File: src/rtl/cmi_codec_gen_if.sv
// Control, line and status signals of the CMI codec.
// The codec uses the slave modport; a driver or bench uses master.
interface cmi_codec_gen_if #(
  parameter int ERR_W = 8
);
  logic             en;
  logic             src_sel;
  logic             din;
  logic             line_in;
  logic             bit_stb;
  logic             z;
  logic             cmi;
  logic             cmo;
  logic             cmo_vld;
  logic             cv;
  logic [ERR_W-1:0] err_cnt;

  modport master (
    output en, src_sel, din, line_in,
    input  bit_stb, z, cmi, cmo, cmo_vld, cv, err_cnt
  );

  modport slave (
    input  en, src_sel, din, line_in,
    output bit_stb, z, cmi, cmo, cmo_vld, cv, err_cnt
  );
endinterface

File: src/rtl/cmi_codec_gen.sv
// CMI codec: PN or external source, OVS-oversampled CMI encoder, and a
// two-point pair decoder with code-violation detection and saturating count.
module cmi_codec_gen #(
  parameter int OVS    = 8,
  parameter int PN_LEN = 4,
  parameter int RX_LAT = 0,
  parameter int ERR_W  = 8
) (
  input  logic           i_cp,
  input  logic           i_rst,
  cmi_codec_gen_if.slave io_bus
);
  localparam int S_W   = (OVS > 2) ? $clog2(OVS) : 1;
  localparam int A_OFF = (1 + OVS / 4 + RX_LAT) % OVS;
  localparam int D_RST = (OVS - A_OFF) % OVS;
  localparam int TAP_B = (PN_LEN <= 5) ? 2 : (PN_LEN - 2);

  localparam logic [S_W-1:0]   S_ZERO   = {S_W{1'b0}};
  localparam logic [S_W-1:0]   S_LAST   = S_W'(OVS - 1);
  localparam logic [S_W-1:0]   S_HALF   = S_W'(OVS / 2);
  localparam logic [S_W-1:0]   DPH_RST  = S_W'(D_RST);
  localparam logic [ERR_W-1:0] ERR_MAX  = {ERR_W{1'b1}};

  // Fibonacci step: shift left, tap pair XOR into bit 0.
  function automatic logic [PN_LEN-1:0] lfsr_next(input logic [PN_LEN-1:0] v);
    return {v[PN_LEN-2:0], v[PN_LEN-1] ^ v[TAP_B]};
  endfunction

  logic [S_W-1:0]    r_s, w_s_nxt;
  logic [S_W-1:0]    r_dph, w_dph_nxt;
  logic [PN_LEN-1:0] r_lfsr;
  logic              r_z, r_l, r_cmi;
  logic              w_s_last, w_cmi_nxt;

  logic              r_a, r_have_a, r_primed, r_rl, r_rl_vld;
  logic              r_cmo, r_cmo_vld, r_cv;
  logic [ERR_W-1:0]  r_err, w_err_nxt;
  logic              w_samp_a, w_samp_b, w_pair;
  logic              w_cmo_nxt, w_vld_nxt, w_cv_nxt;
  logic              w_rl_nxt, w_rl_vld_nxt, w_primed_nxt;

  // Phase counters and encoder next level.
  always_comb begin
    w_s_last  = (r_s == S_LAST);
    w_s_nxt   = r_s + S_W'(1);
    w_dph_nxt = r_dph + S_W'(1);
    w_cmi_nxt = 1'b0;
    if (w_s_last) begin
      w_s_nxt = S_ZERO;
    end else begin
      w_s_nxt = r_s + S_W'(1);
    end
    if (r_dph == S_LAST) begin
      w_dph_nxt = S_ZERO;
    end else begin
      w_dph_nxt = r_dph + S_W'(1);
    end
    if (r_z) begin
      w_cmi_nxt = ~r_l;
    end else begin
      w_cmi_nxt = (r_s >= S_HALF);
    end
  end

  // Source selection, PN advance and line encoder state.
  always_ff @(posedge i_cp or posedge i_rst) begin
    if (i_rst) begin
      r_s    <= S_ZERO;
      r_lfsr <= {PN_LEN{1'b1}};
      r_z    <= 1'b0;
      r_l    <= 1'b0;
      r_cmi  <= 1'b0;
    end else if (io_bus.en) begin
      r_s   <= w_s_nxt;
      r_cmi <= w_cmi_nxt;
      if (w_s_last) begin
        r_z    <= io_bus.src_sel ? io_bus.din : r_lfsr[PN_LEN-1];
        r_lfsr <= lfsr_next(r_lfsr);
        r_l    <= r_l ^ r_z;
      end
    end
  end

  // The decoder phase runs at a fixed offset so A lands on phase 0.
  assign w_samp_a = (r_dph == S_ZERO);
  assign w_samp_b = (r_dph == S_HALF);
  assign w_pair   = w_samp_b & r_have_a;

  // Pair classification on the B sample.
  always_comb begin
    w_cmo_nxt    = r_cmo;
    w_vld_nxt    = 1'b0;
    w_cv_nxt     = 1'b0;
    w_rl_nxt     = r_rl;
    w_rl_vld_nxt = r_rl_vld;
    w_primed_nxt = r_primed;
    if (w_pair) begin
      if (!r_primed) begin
        w_primed_nxt = 1'b1;
      end else begin
        w_vld_nxt = 1'b1;
        case ({r_a, io_bus.line_in})
          2'b01: begin
            w_cmo_nxt = 1'b0;
          end
          2'b10: begin
            w_cmo_nxt = 1'b0;
            w_cv_nxt  = 1'b1;
          end
          default: begin
            w_cmo_nxt    = 1'b1;
            w_cv_nxt     = r_rl_vld & (r_rl == r_a);
            w_rl_nxt     = r_a;
            w_rl_vld_nxt = 1'b1;
          end
        endcase
      end
    end else begin
      w_vld_nxt = 1'b0;
    end
    if (w_cv_nxt && (r_err != ERR_MAX)) begin
      w_err_nxt = r_err + ERR_W'(1);
    end else begin
      w_err_nxt = r_err;
    end
  end

  // Decoder state and registered decoder outputs.
  always_ff @(posedge i_cp or posedge i_rst) begin
    if (i_rst) begin
      r_dph     <= DPH_RST;
      r_a       <= 1'b0;
      r_have_a  <= 1'b0;
      r_primed  <= 1'b0;
      r_rl      <= 1'b0;
      r_rl_vld  <= 1'b0;
      r_cmo     <= 1'b0;
      r_cmo_vld <= 1'b0;
      r_cv      <= 1'b0;
      r_err     <= {ERR_W{1'b0}};
    end else if (io_bus.en) begin
      r_dph     <= w_dph_nxt;
      if (w_samp_a) begin
        r_a <= io_bus.line_in;
      end
      r_have_a  <= r_have_a | w_samp_a;
      r_primed  <= w_primed_nxt;
      r_rl      <= w_rl_nxt;
      r_rl_vld  <= w_rl_vld_nxt;
      r_cmo     <= w_cmo_nxt;
      r_cmo_vld <= w_vld_nxt;
      r_cv      <= w_cv_nxt;
      r_err     <= w_err_nxt;
    end
  end

  // Strobes are gated so a frozen codec never presents a pulse.
  assign io_bus.bit_stb = io_bus.en & (r_s == S_ZERO);
  assign io_bus.z       = r_z;
  assign io_bus.cmi     = r_cmi;
  assign io_bus.cmo     = r_cmo;
  assign io_bus.cmo_vld = io_bus.en & r_cmo_vld;
  assign io_bus.cv      = io_bus.en & r_cv;
  assign io_bus.err_cnt = r_err;

endmodule
File: src/flat_wrapper.sv
// flat-port wrapper written by rule: the top's interface ports become plain ports
module cmi_codec_gen_flat 
#(
  parameter int OVS    = 8,
  parameter int PN_LEN = 4,
  parameter int RX_LAT = 0,
  parameter int ERR_W  = 8
)
  (i_cp, i_rst, io_bus_en, io_bus_src_sel, io_bus_din, io_bus_line_in, io_bus_bit_stb, io_bus_z, io_bus_cmi, io_bus_cmo, io_bus_cmo_vld, io_bus_cv, io_bus_err_cnt);
  cmi_codec_gen_if #(.ERR_W(ERR_W)) io_bus_i ();
  input  logic i_cp;
  input  logic i_rst;
  input wire logic [$bits(io_bus_i.en)-1:0] io_bus_en;
  input wire logic [$bits(io_bus_i.src_sel)-1:0] io_bus_src_sel;
  input wire logic [$bits(io_bus_i.din)-1:0] io_bus_din;
  input wire logic [$bits(io_bus_i.line_in)-1:0] io_bus_line_in;
  output wire logic [$bits(io_bus_i.bit_stb)-1:0] io_bus_bit_stb;
  output wire logic [$bits(io_bus_i.z)-1:0] io_bus_z;
  output wire logic [$bits(io_bus_i.cmi)-1:0] io_bus_cmi;
  output wire logic [$bits(io_bus_i.cmo)-1:0] io_bus_cmo;
  output wire logic [$bits(io_bus_i.cmo_vld)-1:0] io_bus_cmo_vld;
  output wire logic [$bits(io_bus_i.cv)-1:0] io_bus_cv;
  output wire logic [$bits(io_bus_i.err_cnt)-1:0] io_bus_err_cnt;
  assign io_bus_i.en = io_bus_en;
  assign io_bus_i.src_sel = io_bus_src_sel;
  assign io_bus_i.din = io_bus_din;
  assign io_bus_i.line_in = io_bus_line_in;
  assign io_bus_bit_stb = io_bus_i.bit_stb;
  assign io_bus_z = io_bus_i.z;
  assign io_bus_cmi = io_bus_i.cmi;
  assign io_bus_cmo = io_bus_i.cmo;
  assign io_bus_cmo_vld = io_bus_i.cmo_vld;
  assign io_bus_cv = io_bus_i.cv;
  assign io_bus_err_cnt = io_bus_i.err_cnt;
  cmi_codec_gen #(.OVS(OVS), .PN_LEN(PN_LEN), .RX_LAT(RX_LAT), .ERR_W(ERR_W)) u_core (.i_cp(i_cp), .i_rst(i_rst), .io_bus(io_bus_i));
endmodule
File: config.mk
export PLATFORM = sky130hd
export DESIGN_NAME = cmi_codec_gen_flat
export DESIGN_NICKNAME = d
export VERILOG_FILES = /design/src/rtl/cmi_codec_gen_if.sv /design/src/rtl/cmi_codec_gen.sv /design/src/flat_wrapper.sv
export SDC_FILE = /design/constraint.sdc
export NUM_CORES = 1
export LEC_CHECK = 0
export ABC_AREA = 0
export BUFFER_PORTS_ARGS = -buffer_cell sky130_fd_sc_hd__buf_2
export CORE_MARGIN = 2
export CORE_UTILIZATION = 55
export CTS_BUF_LIST = sky130_fd_sc_hd__clkbuf_4 sky130_fd_sc_hd__clkbuf_8
export DETAILED_ROUTE_END_ITERATION = 8
export HOLD_SLACK_MARGIN = 0.03
export PLACE_DENSITY = 0.8
export RECOVER_POWER = 50
export SKIP_CTS_REPAIR_TIMING = 1
export SLEW_MARGIN = 20
export SYNTH_ARGS = -nofsm -noshare
export SYNTH_HDL_FRONTEND = slang
export SYNTH_SLANG_ARGS = --single-unit
File: constraint.sdc
create_clock -name i_cp -period 5.2 [get_ports i_cp]
set_clock_uncertainty 0.05 [all_clocks]
set_input_delay 1.04 -clock i_cp [delete_from_list [all_inputs] [get_ports i_cp]]
set_output_delay 1.04 -clock i_cp [all_outputs]
set_load 0.02 [all_outputs]
==> summary.txt <==
Run status
  – Outcome: finished clean

Placed design
  – GPL Wtd Cong: 0.6856
  – # port buffers: 19
  – Placed Area: 1518 µm²
  – DPL Wire Length: roughly 1.7 mm
  – Post-place setup slack: between 2 and 2.5 ns

Yosys
  – Synth Instances: 117
  – EDFF count, synth: 0
  – Top cells by area, synth: dfrtp_1 (41%), dfstp_2 (11%), ha_1 (7.2%), mux2_2 (6.5%), xor2_1 (4.4%)
  – Post-synth ARST share: 1.000
  – Synthesis-stage register bit count: 29
  – Syn Nets: 131
  – Cell Area, Synth: around 1400 µm²
  – Main synth FF type: dfrtp_1
  – Synthesis Warnings: 0
  – Synth area leader: dfrtp_1
  – Average size of a mapped cell: 11.91 µm²
  – Share of the synthesized area in the top cell type: 0.4129
  – Synth cell types: 34
  – Seq/Total Area, Yosys: 0.5260

Pwr
  – Comb pwr share: 0.342
  – Leak pwr: around 0.77 nW
  – Internal power: 0.4482 mW
  – Sw Pwr: 0.2687 mW
  – Sequential share of power: 0.472
  – Worst vdd ir: ~300 µV
  – Power, Total: 0.7169 mW
  – Net Sw Frac: 0.3748
  – Clock network fraction of design power: 0.185
  – PD cells: 456.2 nW/µm²

Worst setup path
  – CP Cell Sequence: clkbuf_1, and3b_1, buf_2
  – Slowest stage cell on the critical path: clkbuf_1
  – Worst r2r dst: u_core.io_bus.err_cnt[1]
  – CP max FO: 20
  – Critical Path RT: 4.11 ns
  – Setup CP Type: input pin to output port
  – R2R Setup Slk: around 3.2 ns
  – Worst setup SP type: input pin
  – FF-to-FF Start: u_core.r_a
  – CP peak stage delay: 0.52 ns
  – CP Data Arrival Time: 1.96 ns
  – Cells on worst reg2reg path: 5
  – CP endpoint kind: output port
  – Crit path launch: io_bus_en

Global route
  – Largest net degree at the start of global routing: 30
  – Initial antenna violation count: 0
  – Gr usage total: 0.1943
  – Vias in the first global route: approximately 900
  – Global-route wire length before repair: ~3.9 mm
  – Grt total ovfl: 0

Floorplan
  – Die height: 54.34 µm
  – Die W: around 54 µm
  – # IOs: 20
  – Row Count: 18
  – Starting Density: 0.5730
  – Total die area: between 2000 and 3000 µm²
  – CORE AREA: 2432 µm²

Finish
  – Layout cells sized above 1: 0.3592
  – Post-route cell area: 1572 µm²
  – Final #Nets: 155
  – Area growth from synthesis to layout: 12.75%
  – Util after Layout: 0.6461
  – Antenna diodes: 0

Clock network
  – H-tree depth: 2
  – Root Buffer: clkbuf_4
  – Worst skew pair latency: 0.34 ns
  – TritonCTS clock tree: done
  – CTS clk-pin slew, worst paths: 0.10 ns
  – Clock sinks: 29
  – Max Root-Sink Buffers: 2
  – CTS Buf Count: 5

Job
  – Max-cap violations: 0

Timing
  – Least-Margin Pin Slew: 1.051 ns
  – Slew margin rel.: 0.2984
  – Total negative slack: 0 ns
  – Final setup vio count: 0
  – Min cycle time layout: 3.050 ns
  – Fin. max-slew vios: 0
  – Worst Slack Setup Final: roughly 2.1 ns
  – Max Fclk: 0.3279 GHz
  – Tcrit/Tclk final: 0.5866
  – Final hold vios: 0
  – RSZ-0062 raised after global routing: false

Routing
  – Drt wl/cell: around 13 µm
  – DR vias: slightly above 900
  – Routed Antenna Nets: 0
  – Final WL: 2.309 mm
  – Number of iterations in the first detailed-routing pass: 4
  – Detailed Route Iter0 Violations: 9
  – DRC violations left: 0
  – Drt via density: 5.262

Worst hold path
  – Hold Path Depth: 1
  – Hold path startpoint: u_core.r_have_a
  – Worst min-delay path category: register to register
  – Hold path endpoint: u_core.r_have_a
[layout by cell type (no fill, tap or decap), types with 2 or more instances in the layout]
cell type	instances
and2_1	2
buf_2	18
clkbuf_4	5
clkinv_2	2
dfrtp_1	23
dfstp_2	6
ha_1	8
inv_1	8
mux2_2	8
nand2_1	13
nand3_1	5
nor2_1	4
nor4_1	2
o21ai_0	6
o22ai_1	2
or2_2	2
xnor2_1	2
xor2_1	7
[power by group through the flow]
stage	clock network [mW]	registers (mW)	logic [mW]
after floorplan	0	0.353	0.168
after global placement	0	0.339	0.230
after detailed placement	0	0.344	0.246
after CTS	0.138	0.339	0.248
after global routing	0.152	0.347	0.270
final	0.133	0.339	0.245
[worst max path at each step]
| stage | to | cells after the start | slack, ns |
|---|---|---|---|
| 3_5_place_dp | io_bus_bit_stb | 3 | 2.44 |
| 2_1_floorplan | io_bus_cv | 3 | 2.39 |
| 4_1_cts | io_bus_bit_stb | 3 | 2.45 |
| 6_report | io_bus_bit_stb | 3 | 2.15 |
| 5_1_grt | io_bus_bit_stb | 3 | 2.03 |
| 3_3_place_gp | io_bus_bit_stb | 3 | 2.47 |
[routing by layer]
metal,track usage,up-vias,part of all wire
met5,0,-,0
met2,0.3133,21,0.48
li1,-,446,-
met3,0.07377,4,0.054
met4,0.1167,0,0.022
met1,0.2171,434,0.45
[cell type report]
class / count / area, µm²
Clock buffer: 5 / 37.54
Clock inverter: 3 / 17.52
Fill cell: 211 / 860.8
Inverter: 8 / 30.03
Multi-Input combinational cell: 78 / 621.8
Sequential cell: 29 / 733.2
Tap cell: 30 / 37.54
Timing Repair Buffer: 19 / 93.84
[stage by stage]
step / instances / hold WS (ns)
finish: 172 / 0.4201
global route: 172 / 0.4385
CTS: 172 / 0.4235
detailed placement: 164 / 0.3999
global placement: 164 / 0.4003
floorplan: 117 / 0.3808
[cell families (layout without fill, tap and decap cells)]
family | Yosys count | after routing | synth area share
simple gates | 38 | 38 | 0.1535
buf+inv | 10 | 35 | 0.02782
flops | 29 | 29 | 0.5260
mux | 10 | 10 | 0.08258
compound gates | 12 | 12 | 0.07002
xor+xnor | 10 | 10 | 0.06823
fa+ha+maj | 8 | 8 | 0.07182
[flip-flops by register name (all words and copies together), names as in the netlist]
| register | flops |
|---|---|
| u_core.r_a | 1 |
| u_core.r_primed | 1 |
| u_core.r_dph | 3 |
| u_core.io_bus.err_cnt | 8 |
| u_core.r_l | 1 |
| u_core.io_bus.z | 1 |
| u_core.r_cv | 1 |
| u_core.r_have_a | 1 |
| u_core.r_rl | 1 |
| u_core.r_s | 3 |
| u_core.r_cmo_vld | 1 |
| u_core.io_bus.cmo | 1 |
| u_core.io_bus.cmi | 1 |
| u_core.r_lfsr | 4 |
| u_core.r_rl_vld | 1 |
[cells in the mapped netlist (all sizes together) (2+ instances only)]
master	instances
inv	8
dfrtp	23
or2	2
o21ai	6
xnor2	3
nor2	5
mux2	9
xor2	7
o22ai	2
nand2	13
dfstp	6
ha	8
nor4	3
nand3	5
and2	2
[worst max-delay path, delay by kind of cell]
| kind | cells | cell delay (ns) |
|---|---|---|
| buf+inv | 2 | 0.68 |
| simple gates | 1 | 0.24 |
Note: power is estimated with default switching activity, not from simulation.
